<file path="src/rtl/runway_monitor_if.sv">
// runway_monitor_if: lamp-bus sample inputs and decoded wind/error outputs of the runway monitor
interface runway_monitor_if #(parameter int ERR_W = 4);
    logic             sample_en;
    logic [2:0]       ledr;
    logic [1:0]       wind;
    logic             locked;
    logic             err;
    logic [ERR_W-1:0] err_count;
    modport master (output sample_en, ledr, input wind, locked, err, err_count);
    modport slave  (input sample_en, ledr, output wind, locked, err, err_count);
endinterface

</file>
<file path="src/rtl/runway_monitor.sv">
// runway_monitor: decodes the 3-lamp runway pattern into a wind mode, flags illegal values/steps
module runway_monitor #(
    parameter int LOCK_COUNT = 3,
    parameter int ERR_W      = 4
) (
    input  logic            clk,
    input  logic            reset,
    runway_monitor_if.slave bus
);
    typedef enum logic [1:0] {IDLE, SEARCH, TRACK, LOCKED} state_t;
    localparam logic [3:0]       LC      = 4'(LOCK_COUNT);
    localparam logic [ERR_W-1:0] ERR_MAX = '1;

    state_t           state, state_n;
    logic [2:0]       prev, prev_n;
    logic [1:0]       cand, cand_n, wind, wind_n, cls;
    logic [3:0]       run, run_n;
    logic             locked, locked_n, err, err_n, legal;
    logic [ERR_W-1:0] cnt, cnt_n;

    function automatic logic [1:0] classify(input logic [2:0] p, input logic [2:0] c);
        case ({p, c})
            6'b101_010, 6'b010_101:             return 2'b00;
            6'b001_010, 6'b010_100, 6'b100_001: return 2'b01;
            6'b100_010, 6'b010_001, 6'b001_100: return 2'b10;
            default:                            return 2'b11;
        endcase
    endfunction

    assign legal = bus.ledr inside {3'b101, 3'b010, 3'b001, 3'b100};
    assign cls   = classify(prev, bus.ledr);

    always_comb begin
        state_n  = state;
        prev_n   = prev;
        cand_n   = cand;
        run_n    = run;
        wind_n   = wind;
        locked_n = locked;
        err_n    = 1'b0;
        cnt_n    = cnt;
        if (bus.sample_en) begin
            if (!legal || (state != IDLE && cls == 2'b11)) begin
                err_n    = 1'b1;
                cnt_n    = (cnt == ERR_MAX) ? cnt : cnt + 1'b1;
                locked_n = 1'b0;
                wind_n   = 2'b11;
                state_n  = legal ? SEARCH : IDLE;
            end else if (state == IDLE) begin
                state_n = SEARCH;
            end else if (state == SEARCH || (state == TRACK && cls != cand)) begin
                // a class change while tracking restarts the run rather than flagging an error
                cand_n   = cls;
                run_n    = 4'd1;
                state_n  = (LC == 4'd1) ? LOCKED : TRACK;
                wind_n   = (LC == 4'd1) ? cls : wind;
                locked_n = (LC == 4'd1);
            end else if (state == TRACK) begin
                run_n = run + 4'd1;
                if (run + 4'd1 >= LC) begin
                    state_n  = LOCKED;
                    wind_n   = cand;
                    locked_n = 1'b1;
                end
            end else if (cls != wind) begin
                locked_n = 1'b0;
                wind_n   = 2'b11;
                cand_n   = cls;
                run_n    = 4'd1;
                state_n  = TRACK;
            end
            if (legal) prev_n = bus.ledr;
        end
    end

    always_ff @(posedge clk or negedge reset) begin
        if (!reset) begin
            state  <= IDLE;
            prev   <= 3'b000;
            cand   <= 2'b11;
            run    <= 4'd0;
            wind   <= 2'b11;
            locked <= 1'b0;
            err    <= 1'b0;
            cnt    <= '0;
        end else begin
            state  <= state_n;
            prev   <= prev_n;
            cand   <= cand_n;
            run    <= run_n;
            wind   <= wind_n;
            locked <= locked_n;
            err    <= err_n;
            cnt    <= cnt_n;
        end
    end

    assign bus.wind      = wind;
    assign bus.locked    = locked;
    assign bus.err       = err;
    assign bus.err_count = cnt;
endmodule

</file>
<file path="src/flat_wrapper.sv">
// flat-port wrapper written by rule: the top's interface ports become plain ports
module runway_monitor_flat 
#(
    parameter int LOCK_COUNT = 3,
    parameter int ERR_W      = 4
)
  (clk, reset, bus_sample_en, bus_ledr, bus_wind, bus_locked, bus_err, bus_err_count);
  runway_monitor_if #(.ERR_W(ERR_W)) bus_i ();
  input  logic clk;
  input  logic reset;
  input wire logic [$bits(bus_i.sample_en)-1:0] bus_sample_en;
  input wire logic [$bits(bus_i.ledr)-1:0] bus_ledr;
  output wire logic [$bits(bus_i.wind)-1:0] bus_wind;
  output wire logic [$bits(bus_i.locked)-1:0] bus_locked;
  output wire logic [$bits(bus_i.err)-1:0] bus_err;
  output wire logic [$bits(bus_i.err_count)-1:0] bus_err_count;
  assign bus_i.sample_en = bus_sample_en;
  assign bus_i.ledr = bus_ledr;
  assign bus_wind = bus_i.wind;
  assign bus_locked = bus_i.locked;
  assign bus_err = bus_i.err;
  assign bus_err_count = bus_i.err_count;
  runway_monitor #(.LOCK_COUNT(LOCK_COUNT), .ERR_W(ERR_W)) u_core (.clk(clk), .reset(reset), .bus(bus_i));
endmodule
</file>
<file path="config.mk">
export PLATFORM = sky130hd
export DESIGN_NAME = runway_monitor_flat
export DESIGN_NICKNAME = d
export VERILOG_FILES = /design/src/rtl/runway_monitor_if.sv /design/src/rtl/runway_monitor.sv /design/src/flat_wrapper.sv
export SDC_FILE = /design/constraint.sdc
export NUM_CORES = 1
export LEC_CHECK = 0
export ABC_AREA = 0
export BUFFER_PORTS_ARGS = -buffer_cell sky130_fd_sc_hd__buf_2
export CAP_MARGIN = 0
export CORE_MARGIN = 5
export CORE_UTILIZATION = 52
export DETAILED_ROUTE_END_ITERATION = 6
export MAX_ROUTING_LAYER = met4
export PLACE_DENSITY = 0.8
export SLEW_MARGIN = 20
export SYNTH_ARGS = -nofsm -noshare
export SYNTH_HDL_FRONTEND = slang
export SYNTH_SLANG_ARGS = --single-unit
</file>
<file path="constraint.sdc">
create_clock -name clk -period 2.4 [get_ports clk]
set_input_delay 0.48 -clock clk [delete_from_list [all_inputs] [get_ports clk]]
set_output_delay 0.48 -clock clk [all_outputs]
set_load 0.01 [all_outputs]
</file>
# Yosys cells after proc, flatten, opt, wreduce, memory -nomap -nowiden
# Index checks and enable logic that the tools add are counted.
# totals
out_inout_bits,8
wordCells,89
ff_bits,19
inputBits,6
# classes
n_reduce_logical,23
n_eq_ne,24
bitwise,3
n_mux,28
n_addsub,2
magnitude_cmp,1
# op_table
cell,count
2-bit 2-to-1 mux,15
6-bit by 5-bit == test with 1-bit output (second input constant),3
6-bit == test (second input constant),3
6-bit by 4-bit == test with 1-bit output (second input constant),2
4-bit 2-to-1 mux,3
5-bit AND reduction,2
1-bit 2-to-1 mux,9
4-bit by 1-bit adder with 4-bit output (second input constant),2
4-bit AND reduction,2
4-bit nonzero test,2
3-bit == test (second input constant),2
2-bit case mux with 3 select lines,1
3-bit AND reduction,2
3-bit nonzero test,2
3-bit OR reduction,2
5-bit by 3-bit inequality test with 1-bit output (second input constant),1
5-bit nonzero test,1
2-bit == test (second input constant),2
4-bit == test (second input constant),1
4-bit by 2-bit >= comparator with 1-bit output (second input constant),1
2-bit by 1-bit inequality test with 1-bit output (second input constant),2
2-bit inequality test,2
4-bit by 3-bit inequality test with 1-bit output (second input constant),1
2-bit nonzero test,2
12 further kinds,16

# Depth between registers and ports, before layout
# Gate-level depths: netlist of the first run.
# logic_depth
word_depth,9
ltp_mapped,8
mapped_depth_nobuf,7

# Worst setup path before layout of the first run
# OpenSTA, ideal clock, no wires.
# synth_path
path_kind,input port to flip-flop
start,in bus_ledr[2]
end,reg u_core.run[0]
t_required_ns,2.275
stages,7
path_slack_ns,0.226
setup_time_ns,0.125
path_buffers,1
arrival_ns,2.049
cell_sequence,buf_6 and3b_2 o21a_4 or3_4 and4_4 a21oi_4 mux2_2
# synth_between
elab_chain_len,8
word_cells_on_any_way,29
cone_classes,15 x eq/ne; 2 x mux; 1 x bitwise; 11 x reduce/logical
# synth_rtl
item,line,text
start: declaration,flat_wrapper.sv:12,input wire logic [$bits(bus_i.ledr)-1:0] bus_ledr;
"6-bit == test, or another cell as far along",runway_monitor.sv:22,"case ({p, c})"
3-bit OR reduction / 2-bit OR reduction (equally long branches),runway_monitor.sv:22,
2-bit case mux with 3 select lines,runway_monitor.sv:22,
2-bit inequality test / 2-bit == test (equally long branches),"runway_monitor.sv:51, runway_monitor.sv:43",
1-bit logical AND (on tied branches),"runway_monitor.sv:51, runway_monitor.sv:43",
1-bit logical OR (on tied branches),"runway_monitor.sv:51, runway_monitor.sv:43",
3-bit nonzero test (no line) / 1-bit NOT (equally long branches),--,
4-bit AND reduction (no line),--,
end signal: assignment,runway_monitor.sv:90,run <= run_n;
end: declaration,runway_monitor.sv:17,"logic [3:0] run, run_n;"
# Several ways; a longest one is shown, not always the timed one.
# A chain may end at the register's enable or synchronous reset.

# Final worst setup path of the first run
# layout_path
start,reg u_core.prev[2]
end,reg u_core.run[0]
# layout_between
elab_chain_len,8
word_cells_on_any_way,23
cone_classes,11 x eq/ne; 2 x mux; 1 x bitwise; 9 x reduce/logical
# layout_rtl
item,line,text
start: declaration,runway_monitor.sv:15,"logic [2:0] prev, prev_n;"
start signal: assignment,runway_monitor.sv:88,prev <= prev_n;
"6-bit == test, or another cell as far along",runway_monitor.sv:22,
3-bit OR reduction / 2-bit OR reduction (equally long branches),runway_monitor.sv:22,
2-bit case mux with 3 select lines (*),runway_monitor.sv:22,
2-bit inequality test / 2-bit == test (equally long branches),"runway_monitor.sv:51, runway_monitor.sv:43",
1-bit logical AND (on tied branches),"runway_monitor.sv:51, runway_monitor.sv:43",
1-bit logical OR (on tied branches),"runway_monitor.sv:51, runway_monitor.sv:43",
3-bit nonzero test (no line) / 1-bit NOT (equally long branches),--,
4-bit AND reduction (no line),--,
# Every way passes the cells marked *; elsewhere a longest branch is shown, timed or not.

==> reports/metrics.yaml, run 1 <==
status: "completed"
worst_setup_path_start_kind: "register"
cts_buffers: 3
diodes: 0
gp_congestion: 0.939
cp-end-kind: "register"
first_pass_iters: 4
worstPathBufferInverterCount: 0
synth_area_leader_cell: "dfrtp_1"
dp_cells: 219
cp_slowest_stage_delay_ps: 540
syn-num-nets: 183
slew_violations: 0
postCtsSetupBuffers: 0
p_per_area_nw_per_um2: 751
cts_root_buf: "clkbuf_4"
min_path_type: "input pin to async pin"
fin_crit_sh: 0.946
dpl_cell_area_sq_um: 1710
cap_violations: 0
crit_family: "simple AND/OR/NAND/NOR gates"
clockBufferDepth: 2
area_growth_pct: 9.58
synthTopCellsByArea: "dfrtp_1, dfstp_2, mux2_1, nand3_1, nor2_1"
ys_seq_area_frac: 0.302
coreArea_sq_um: 3000
grt_usage: 0.194
rsz0062_at_grt: "false"
grt.met2_usage: 0.319
dp_hpwl_um: 2880
vias_per_cell: 6.62
use_met1: 0.244
tightest_slew_ps: 520
io_buffers: 13
dieWidth_um: 65.3
h-tree-depth: 1
critPathArrivalTime_ps: 2470
overflow: 0
die-area_sq_um: 4270
tns_ps: 0
drc: 0
netlist-cell-type-count: 65
synth_area_per_cell_sq_um: 9.15
peakVddDrop_uv: 459
use_met3: 0.0444
grt_most_used_layer: "met2"
cp.required_ps: 2600
design_area_sq_um: 1750
cts_tree: "built"
finClkSkew_ps: 2.27
nets: 200
die_y_um: 65.3
max_freq_mhz: 440
yosysWarnings: 0
fin_crit_ps: 2270
synth_top_area_frac: 0.236
clock-sinks: 19
stdcell_count: 223
syn_area_sq_um: 1590
clock_latency_ps: 300
synthFlopType: "dfrtp_1"
synth_cells: 174
drtIter0Drc: 150
rows: 20
ys_async_sr_fraction: 1.00
totalWireLength_um: 3810
finalSetupViolations: 0
clkTransAtPathRegs_ps: 110
num_vias: 1476
slew_headroom: 0.644
drive_gt1_frac: 0.268
ios: 14
synth_edf_count: 0
p_total_mw: 1.31
antenna_found_initial: 0
yosys_register_bits: 19
start_util: 0.530
holdWs_ps: 89.6
critical_path.slowest_cell: "dfrtp_1"
grt_pass1_wl_um: 6500
grt_max_degree: 20
wire_per_inst_um: 17.1
grt_pass1_vias: 1445
worstSetupPathType: "register to register"
cp_cell_sequence: "and3b_2 > o21a_4 > or3_4 > and4_4 > a21oi_4 > mux2_2"
ant_nets: 0
power.leakage_nw: 0.726
finalHoldViolations: 0
cp_max_fo: 11
sequential cells by signal, summed over array words and instances (netlist names):
name and cells:
u_core.bus.err 1, u_core.bus.err_count 4, u_core.bus.locked 1, u_core.bus.wind 2
u_core.cand 2, u_core.prev 3, u_core.run 4, u_core.state 2
area by class of cell:
| type | instances | area [sq um] |
|---|---|---|
| Tap cell | 33 | 41.3 |
| Multi-Input combinational cell | 140 | 1050 |
| Clock inverter | 1 | 7.51 |
| Sequential cell | 19 | 482 |
| Clock buffer | 3 | 22.5 |
| Timing Repair Buffer | 20 | 118 |
| Inverter | 7 | 26.3 |
| Fill cell | 258 | 1260 |
worst reg2reg max path, delay by kind of cell (launching register included):
kind               cells  cell delay [ps]
and+or+nand+nor        3              830
DFF                    1              540
AOI/OAI and AO/OA      2              430
muxes                  1              360
synth_stat cells (all sizes together) (2+ instances only):
library cell,n
nand4,2
buf,5
a22oi,2
or2,3
and4,3
inv,7
a21o,2
xnor2,2
ha,3
nor3,6
and3b,3
a41oi,2
mux2,8
o2111ai,2
nor2,13
nor4,2
a2111oi,3
nand3,10
o32ai,2
and4bb,4
o221a,2
a21oi,6
o211ai,7
a31oi,3
nor4b,3
and2,3
dfrtp,15
nor3b,3
dfstp,4
o21ai,11
a21boi,2
nand2,11
o21a,2
a221o,2
clkbuf,3
repair_timing:
| action | CTS | global route |
|---|---|---|
| endpoints found under the setup margin | 0 | 6 |
| resized for setup | 0 | 3 |
| hold buffers | 0 | 0 |
report_power, final:
group | switching (mW) | leakage (nW) | total [mW] | internal (mW)
clock network | 0.105 | 0.0139 | 0.169 | 0.0635
registers | 0.137 | 0.225 | 0.549 | 0.412
logic | 0.321 | 0.487 | 0.592 | 0.272
total | 0.563 | 0.726 | 1.31 | 0.747
per-layer routing:
metal	routed length [um]	part of all wire
met1	1720	0.45
met2	1880	0.49
met3	206	0.054
met4	8	0.0021
met5	0	0
worst paths after layout:
path | from | end | slack, ps | cells past startpoint
min in group clk | bus_ledr[0] | u_core.prev[0] | 520 | 3
max reg2reg | u_core.prev[2] | u_core.run[0] | 130 | 6
max | u_core.prev[2] | u_core.run[0] | 130 | 6
max in group asynchronous | reset | u_core.cand[1] | 1980 | 1
min reg2reg | u_core.bus.err_count[0] | u_core.bus.err_count[0] | 550 | 1
min | reset | u_core.run[2] | 90 | 1
kinds of logic after synthesis:
kind of cell	count (synthesis)	share of synthesized area
fa+ha+maj	3	0.0236
simple gates	71	0.284
flops	19	0.302
compound gates	55	0.273
buf+inv	15	0.0448
xor+xnor	3	0.0165
mux	8	0.0566
layout by cell type (no fill, tap or decap), types with 5 or more instances in the layout:
cell	count
buf_4	7
dfrtp_1	14
mux2_1	5
nor2_1	13
nand3_1	10
buf_2	13
a21oi_1	5
inv_1	7
nand2_1	11
nor3_1	5
o21ai_1	6
metrics by stage:
step	utilization	setup WS, ps
global route	0.581	27.8
detailed placement	0.568	25.9
floorplan	-	226
CTS	0.578	110
global placement	0.568	75.7
finish	0.581	129
Note: power is estimated with default switching activity, not from simulation.
==> run 2: changes to the inputs <==
- PLACE_DENSITY: 0.8 -> 0.83
- clock period: 2.4 -> 1.8 ns (I/O delays scaled with it)
==> reports/metrics.yaml, run 2 (synthesized netlist as in run 1, its figures left out) <==
combPwrFrac: 0.574
num_vias: 1785
antenna_found_initial: 0
wire_per_inst_um: 21.8
ios: 14
die-area_sq_um: 4270
grt_max_degree: 20
io_buffers: 13
die_y_um: 65.3
fin_crit_sh: 1.22
cts_buffers: 3
worst_setup_path_start_kind: "register"
finClkSkew_ps: 9.71
diodes: 0
r2r-start: "u_core.prev[2]"
grt_pass1_vias: 1678
first_pass_iters: 4
clock-sinks: 19
dp_hpwl_um: 3300
violations: "setup timing"
cp_max_fo: 7
clkTransAtPathRegs_ps: 130
fillers: 192
drive_gt1_frac: 0.546
tightest_slew_ps: 474
layout_setup_ws_ps: -388
dieWidth_um: 65.3
totalWireLength_um: 5720
post-place-ws_ps: -408
power_frac_seq: 0.321
p_clk_frac: 0.105
status: "finished with violations"
rsz0062_at_grt: "true"
slew_violations: 0
critPathArrivalTime_ps: 2400
cts_root_buf: "clkbuf_4"
rows: 20
overflow: 0
crit_end: "u_core.run[1]"
swShare: 0.441
peakVddDrop_uv: 455
slew_headroom: 0.680
timing.rr.end: "u_core.run[1]"
r2r_cells: 7
gp_congestion: 0.935
final_common_cell: "buf_4"
cp.required_ps: 2020
h-tree-depth: 1
crit_start: "u_core.prev[2]"
ff2ff_setup_slack_ps: -390
drtIter0Drc: 184
netSwitchingPower_mw: 1.01
max_freq_mhz: 457
worstSetupPathType: "register to register"
finalSetupViolations: 14
internal_power_mw: 1.27
cp-end-kind: "register"
min_path_type: "input pin to async pin"
clockBufferDepth: 2
fin_crit_ps: 2190
p_total_mw: 2.28
final_util: 0.773
ant_nets: 0
cts_tree: "built"
clock_latency_ps: 320
grt_pass1_wl_um: 7910
grt_usage: 0.247
vias_per_cell: 6.81
final_cell_mix: "buf_4, buf_2, dfrtp_1, nor2_1, nand2_1"
start_util: 0.530
drc: 0
cap_violations: 0
coreArea_sq_um: 3000
area_growth_pct: 45.6
power.leakage_nw: 0.969
nets: 239
p_per_area_nw_per_um2: 983
finalHoldViolations: 0
## run 2: cell count changes in the layout (fill, tap and decap cells not counted), sizes merged
cell / before / now
buf: 20 / 58
dlygate4sd3: 0 / 1
clkinv: 0 / 1
clkinvlp: 1 / 0
## run 2: cell type report
cell class / count / area [sq um] / share of cell area
Timing Repair Buffer: 59 / 432 / 0.186
Clock buffer: 3 / 22.5 / 0.00971
Multi-Input combinational cell: 140 / 1310 / 0.564
Tap cell: 33 / 41.3 / 0.0178
Inverter: 7 / 26.3 / 0.0113
Sequential cell: 19 / 484 / 0.209
Clock inverter: 1 / 5.00 / 0.00216
## run 2: worst min-delay path by stage
stage,start,end,slack [ps]
3_3_place_gp,reset,u_core.bus.err_count[0],320
6_report,reset,u_core.bus.err_count[0],490
4_1_cts,bus_ledr[0],u_core.prev[1],480
2_1_floorplan,reset,u_core.bus.err,60
3_5_place_dp,reset,u_core.bus.err_count[0],330
5_1_grt,bus_sample_en,u_core.state[1],510
## run 2: power groups by stage
stage	clock network (mW)	logic, mW	registers [mW]
6_report	0.240	1.31	0.731
5_1_grt	0.258	1.39	0.748
3_5_place_dp	0	0.939	0.703
2_1_floorplan	0	0.571	0.705
3_3_place_gp	0	0.897	0.686
4_1_cts	0.238	1.06	0.700
## run 2: routing by layer
metal  track usage  vias to the layer above  wire length, um
li1              -                      792                -
met5             -                        -                0
met1         0.286                      868             2190
met3        0.0342                       24              456
met2         0.436                      101             2820
met4        0.0881                        0              253
## run 2: worst max-delay path, cell delays in order, from the launching register on
cell,delay [ps]
dfrtp_2,490
nor4b_4,350
buf_4,190
and2_1,160
o21ai_2,110
and4_4,240
a21oi_4,220
mux2_4,320
## run 2: metrics by stage
| step | hold WS [ps] | instances | area [sq um] | setup TNS [ps] |
|---|---|---|---|---|
| 2_1_floorplan | 64.4 | 174 | 1620 | -1350 |
| 4_1_cts | 478 | 258 | 2110 | -2660 |
| 5_1_grt | 508 | 262 | 2320 | -5080 |
| 3_5_place_dp | 327 | 246 | 1930 | -4320 |
| 6_report | 494 | 262 | 2320 | -4010 |
| 3_3_place_gp | 320 | 246 | 1930 | -3260 |
## run 2: what timing repair did
item                                   in CTS  in global routing
resized for setup                          24                 32
pin swaps                                  11                 17
endpoints found under the hold margin      15                  0
buffers inserted                            7                  4
setup endpoints to repair                  15                 15
hold buffers                                1                  0
